<file path="src/rtl/freq_pkg.sv">
// freq_pkg: shared FSM state encoding and gate-counter width helper
package freq_pkg;

    typedef enum logic [1:0] {
        IDLE  = 2'd0,
        ARM   = 2'd1,
        GATE  = 2'd2,
        LATCH = 2'd3
    } state_t;

    function automatic int gate_w(input int cycles);
        return $clog2(cycles);
    endfunction

endpackage

</file>
<file path="src/rtl/sync_edge_detect.sv">
// sync_edge_detect: multi-flop synchronizer with history flop producing a single-cycle rise pulse
module sync_edge_detect #(
    parameter int SYNC_STAGES = 2
) (
    input  logic clk,
    input  logic rst,
    input  logic din,
    input  logic arm_i,
    output logic rise_o
);

    logic [SYNC_STAGES-1:0] sync;
    logic                   hist;

    // hist tracks sync_out every cycle, so after the arm cycle a level that is
    // already high cannot look like an edge; the arm cycle itself never reports one
    always_ff @(posedge clk) begin
        if (!rst) begin
            sync <= '0;
            hist <= 1'b0;
        end else begin
            sync <= {sync[SYNC_STAGES-2:0], din};
            hist <= sync[SYNC_STAGES-1];
        end
    end

    assign rise_o = sync[SYNC_STAGES-1] & ~hist & ~arm_i;

endmodule

</file>
<file path="src/rtl/freq_gate_counter.sv">
// freq_gate_counter: counts test_signal rising edges over a fixed clk gate and latches the result
module freq_gate_counter
    import freq_pkg::*;
#(
    parameter int GATE_CYCLES = 100_000_000,
    parameter int CNT_W       = 16,
    parameter int SYNC_STAGES = 2
) (
    input  logic             clk,
    input  logic             rst,
    input  logic             test_signal,
    input  logic             start,
    output logic             busy,
    output logic             done,
    output logic [CNT_W-1:0] dout,
    output logic             overflow
);

    localparam int GW = gate_w(GATE_CYCLES);
    localparam logic [GW-1:0] LAST = GW'(GATE_CYCLES - 1);

    state_t           state;
    logic [GW-1:0]    gate_cnt;
    logic [CNT_W-1:0] edge_cnt;
    logic [CNT_W-1:0] edge_nxt;
    logic             sat;
    logic             sat_nxt;
    logic             at_max;
    logic             rise;

    sync_edge_detect #(.SYNC_STAGES(SYNC_STAGES)) u_sync (
        .clk    (clk),
        .rst    (rst),
        .din    (test_signal),
        .arm_i  (state == ARM),
        .rise_o (rise)
    );

    // next-count values are shared by the running counter and the final latch,
    // so a rise in the last gate cycle still lands in dout
    always_comb begin
        at_max   = &edge_cnt;
        edge_nxt = (rise && !at_max) ? edge_cnt + 1'b1 : edge_cnt;
        sat_nxt  = sat | (rise & at_max);
    end

    always_ff @(posedge clk) begin
        if (!rst) begin
            state    <= IDLE;
            busy     <= 1'b0;
            done     <= 1'b0;
            dout     <= '0;
            overflow <= 1'b0;
            gate_cnt <= '0;
            edge_cnt <= '0;
            sat      <= 1'b0;
        end else begin
            case (state)
                IDLE: begin
                    if (start) begin
                        state <= ARM;
                        busy  <= 1'b1;
                    end
                end
                ARM: begin
                    gate_cnt <= '0;
                    edge_cnt <= '0;
                    sat      <= 1'b0;
                    state    <= GATE;
                end
                GATE: begin
                    gate_cnt <= gate_cnt + 1'b1;
                    edge_cnt <= edge_nxt;
                    sat      <= sat_nxt;
                    if (gate_cnt == LAST) begin
                        state    <= LATCH;
                        done     <= 1'b1;
                        dout     <= edge_nxt;
                        overflow <= sat_nxt;
                    end
                end
                default: begin
                    state <= IDLE;
                    done  <= 1'b0;
                    busy  <= 1'b0;
                end
            endcase
        end
    end

endmodule
</file>
<file path="config.mk">
export PLATFORM = sky130hd
export DESIGN_NAME = freq_gate_counter
export DESIGN_NICKNAME = d
export VERILOG_FILES = /design/src/rtl/freq_pkg.sv /design/src/rtl/sync_edge_detect.sv /design/src/rtl/freq_gate_counter.sv
export SDC_FILE = /design/constraint.sdc
export NUM_CORES = 1
export LEC_CHECK = 0
export ABC_AREA = 1
export BUFFER_PORTS_ARGS = -buffer_cell sky130_fd_sc_hd__buf_4
export CORE_MARGIN = 5
export CORE_UTILIZATION = 35
export DETAILED_ROUTE_END_ITERATION = 6
export SLEW_MARGIN = 20
export SYNTH_ARGS = -nofsm -noshare
export SYNTH_HDL_FRONTEND = slang
export SYNTH_SLANG_ARGS = --single-unit
</file>
<file path="constraint.sdc">
create_clock -name clk -period 1.75 [get_ports clk]
set_input_delay 0.2625 -clock clk [delete_from_list [all_inputs] [get_ports clk]]
set_output_delay 0.2625 -clock clk [all_outputs]
set_load 0.02 [all_outputs]
</file>
==> out/results.txt <==
The flow ran to the end, and the final reports show no timing, DRC or antenna violations. The logic depth of the worst path, buffers included works out to 9. The number of nets in the synthesized netlist is 576.

The tools report the via count of the first global-routing pass as 3439. The tree is rooted in a sky130_fd_sc_hd__clkbuf_8. The detail-routed via count per cell works out to 4.66. The tightest min-delay check is of the primary input to flop type. The total of buffers placed on input and output ports is 22, and the overall routing resource usage is 14.0%. Together, buffers and inverters on the worst path number 2.

Of all nets on the critical path, the largest fanout is 11. Switching part of the total power: 30.7%. The placeable core region was 10300 µm². The TritonCTS sink count is 68, and the maximum operating frequency is 619 MHz. The initial antenna violation count is 0, and the required time of the critical path is 2.02 ns. The final antenna-violating net count was 0; the share of total power in the clock network was 34.5%. The share of the synthesized area in compound gates (AO/OA/AOI/OAI) was 10.1%; the number of standard cells in the final layout excluding fillers was 754. The worst setup slack after placement is 0.0437 ns. The first-pass GRT wire length was 14.9 mm; the clock latency reported for the late side of the worst-skew pair was 0.34 ns. Start-to-end type of the worst setup path: flop to flop.

The first routing iteration left 193 violations. The number of top-level design ports was 23; the die span in y was 112 µm. The average wire per standard cell was 11.3 µm; the switching power summed over all nets was 1.25 mW. For the standby leakage power, the log shows 1.94 nW.

The worst setup path is launched from a flop. The number of cell rows came out at 37. The tools report the final-layout worst hold slack as 0.103 ns. The tools report the minimum setup slack in the final design as 0.134 ns.

On the critical path the largest part of the delay comes from simple AND/OR/NAND/NOR gates. TritonCTS built the clock tree. Of the cells placed in the final design, the portion with a size suffix greater than 1 is 18.0%. Counting every instance in the synthesized netlist gives 565.

Each instance of the synthesized netlist takes up on average 6.48 µm². The path depth of the worst reg2reg path is 9. The pre-antenna-repair detailed-routing pass consisted of 4 iterations. The number of antenna diodes in the final layout is 0.

The net count of the finished layout is 624. Critical path's most frequent cell: sky130_fd_sc_hd__nand2_1. The post-route minimum period was 1.62 ns; the fraction of synthesis flops using an asynchronous set or reset pin was 0%. Entering global routing, the biggest net connects 29 pins.

The worst hold path stage count is 3. Setup total negative slack on the finished layout was measured at 0 ns. The die is 112 µm wide.

TritonCTS created 9 clock buffers. After synthesis, the netlist uses 32 different library cells. Worst path arrival time: 1.89 ns.

The run gives 737 as the cell count after placement. The relative contribution of sequential cells to total power came out at 40.2%. Measured against the total synthesized area, the mux share comes to 0%. Of the total synthesized cell area, the portion taken by AND, OR, NAND and NOR gates is 39.7%.

On the final layout, the worst clock skew is 0.0118 ns. After synthesis, the largest family of logic cells by area is simple AND/OR/NAND/NOR gates. The area share of fa/ha/maj cells after synthesis came out at 2.39%. The stage delay of the slowest cell on the critical path works out to 0.37 ns.

The worst setup path is captured at a flop. Summing all placed instances gives a cell area of 4170 µm². After detailed routing, the number of remaining DRC violations is 0. Fraction of the yosys area taken by sequential cells: 37.2%.

After Yosys synthesis, XOR and XNOR cells account for 0.239% of the synthesized area. The clock-pin slew reported for the worst setup and hold paths after clock tree synthesis came out at 0.07 ns. IR analysis of the VDD net gives a maximum drop of 0.392 mV. Walking the worst path, the cells encountered are inv_2, ha_4, buf_12, nand2_2, nor3_4, nand2_1, nand2_1, nand2_1, nor2_1.

After global routing the overflow that remains totals 0. Max-cap violations in this run came to 0. From synthesis to final layout, the design area changed by 22.2%.

Effective utilization at floorplan: 35.6%. In this run, synthesis inferred 0 flip-flops with an integrated enable. The wire-length estimate of the detail-placed layout is 6.20 mm. The post-route standard cell area excluding fillers is 4470 µm².

The clock passes through at most 2 buffers. The tools report the relative max-transition margin as 79.4%. Among all stages on the critical path, the largest delay is contributed by sky130_fd_sc_hd__dfxtp_2. The final clock period utilization by the worst path came out at 92.4%. The final number of max-transition violations is 0, and the number of hold violations in the final report is 0.

The internal power of the cells totals 2.81 mW. The tools report the number of H-tree levels as 3. Power spread over the standard cell area amounts to 908 nW/µm².

Routability-driven placement finished with a final weighted congestion of 0.814. The area of the die was 12600 µm². After detailed routing, the total wire length is 8.53 mm.

Setup violations remaining at the end of the flow were counted as 0. The most used flip-flop cell after synthesis is sky130_fd_sc_hd__dfxtp_1. The routed layout has 3513 vias. Yosys printed 0 warnings. For the pin with the worst max-slew slack, the measured transition is 0.306 ns. The share of total power dissipated in combinational logic is 25.3%. The number of synthesized register bits works out to 68. Summing every instance area after synthesis gives 3660 µm².
==> flip-flops by register name, indices dropped and copies added, names as in the netlist <==
| signal | flops |
|---|---|
| overflow | 1 |
| state | 2 |
| u_sync.hist | 1 |
| dout | 16 |
| u_sync.sync | 2 |
| done | 1 |
| busy | 1 |
| gate_cnt | 27 |
| edge_cnt | 16 |
| sat | 1 |
==> cell usage after synthesis, types with 2 or more instances <==
| library cell | count | area [µm²] |
|---|---|---|
| sky130_fd_sc_hd__nand2_1 | 151 | 567 |
| sky130_fd_sc_hd__inv_1 | 79 | 297 |
| sky130_fd_sc_hd__nor2_1 | 77 | 289 |
| sky130_fd_sc_hd__dfxtp_1 | 68 | 1360 |
| sky130_fd_sc_hd__a21oi_1 | 50 | 250 |
| sky130_fd_sc_hd__nand3_1 | 45 | 225 |
| sky130_fd_sc_hd__o21ai_0 | 18 | 90.1 |
| sky130_fd_sc_hd__nand4_1 | 10 | 62.6 |
| sky130_fd_sc_hd__nand2_2 | 9 | 56.3 |
| sky130_fd_sc_hd__ha_1 | 7 | 87.6 |
| sky130_fd_sc_hd__clkbuf_1 | 6 | 22.5 |
| sky130_fd_sc_hd__nand3b_1 | 6 | 45.0 |
| sky130_fd_sc_hd__nor2_2 | 5 | 31.3 |
| sky130_fd_sc_hd__nor3_1 | 5 | 25.0 |
| sky130_fd_sc_hd__buf_2 | 4 | 20.0 |
| sky130_fd_sc_hd__nor2_4 | 3 | 33.8 |
| sky130_fd_sc_hd__a211oi_1 | 2 | 15.0 |
| sky130_fd_sc_hd__and2_1 | 2 | 12.5 |
| sky130_fd_sc_hd__buf_6 | 2 | 22.5 |
| sky130_fd_sc_hd__inv_2 | 2 | 7.51 |
| sky130_fd_sc_hd__nor3_2 | 2 | 20.0 |
| sky130_fd_sc_hd__nor3_4 | 2 | 32.5 |
==> worst min-delay path, stage by stage <==
cell                      delay (ns)
sky130_fd_sc_hd__buf_4          0.08
sky130_fd_sc_hd__nand2_1        0.04
sky130_fd_sc_hd__inv_1          0.04
==> per-stage QoR <==
step / power, mW / utilization (%)
3_3_place_gp: 2.63 / 40.6
4_1_cts: 4.07 / 42.7
2_1_floorplan: 2.24 / -
6_report: 4.06 / 43.5
5_1_grt: 4.28 / 43.5
3_5_place_dp: 2.65 / 40.6
==> cell families after synthesis <==
family / count (synthesis)
compound gates: 72
buf+inv: 96
simple gates: 321
xor+xnor: 1
flops: 68
fa+ha+maj: 7
==> layout by cell type, fill, tap and decap left out, types with 7 or more instances in the layout <==
master                       n
sky130_fd_sc_hd__nand2_1   149
sky130_fd_sc_hd__inv_1      77
sky130_fd_sc_hd__nor2_1     73
sky130_fd_sc_hd__dfxtp_1    65
sky130_fd_sc_hd__a21oi_1    49
sky130_fd_sc_hd__buf_4      48
sky130_fd_sc_hd__nand3_1    42
sky130_fd_sc_hd__o21ai_0    18
sky130_fd_sc_hd__clkbuf_8   13
sky130_fd_sc_hd__nand2_2    11
sky130_fd_sc_hd__nand4_1    10
sky130_fd_sc_hd__nor2_2      7
==> what timing repair did <==
action / CTS / global route
setup endpoints to repair: 0 / 36
gates resized for setup: 0 / 21
buffers inserted: 0 / 1
hold buffers: 0 / 0
hold endpoints to repair: 0 / 0
==> routing by layer <==
metal | up-vias | wire, µm | track usage (%)
met2 | 52 | 4370 | 26.3
met1 | 1574 | 3790 | 15.9
met4 | 0 | 82 | 3.45
li1 | 1881 | - | -
met5 | - | 0 | 0
met3 | 6 | 291 | 3.40
==> area by class of cell <==
cell class | count | area, µm²
multi-input cells | 401 | 1990
well taps | 136 | 170
inverters | 82 | 308
repair buffers | 51 | 420
clock buffers | 13 | 179
clock inverters | 3 | 42.5
fillers | 1107 | 5810
flip-flops and latches | 68 | 1370
==> power groups by stage <==
| stage | combinational, mW | clock, mW | sequential [mW] |
|---|---|---|---|
| 3_5_place_dp | 0.987 | 0 | 1.66 |
| 6_report | 1.03 | 1.40 | 1.63 |
| 5_1_grt | 1.13 | 1.51 | 1.64 |
| 3_3_place_gp | 0.974 | 0 | 1.66 |
| 4_1_cts | 0.991 | 1.45 | 1.63 |
| 2_1_floorplan | 0.562 | 0 | 1.68 |
==> path summary, 6_finish.rpt <==
path	start	slack [ns]	to
worst max-delay path	state[0]	0.13	gate_cnt[21]
worst min-delay path	test_signal	0.10	u_sync.sync[0]
worst max register to register	state[0]	0.13	gate_cnt[21]
worst min register to register	u_sync.sync[0]	0.42	u_sync.sync[1]
No activity file was read; power rests on OpenSTA's default activity.
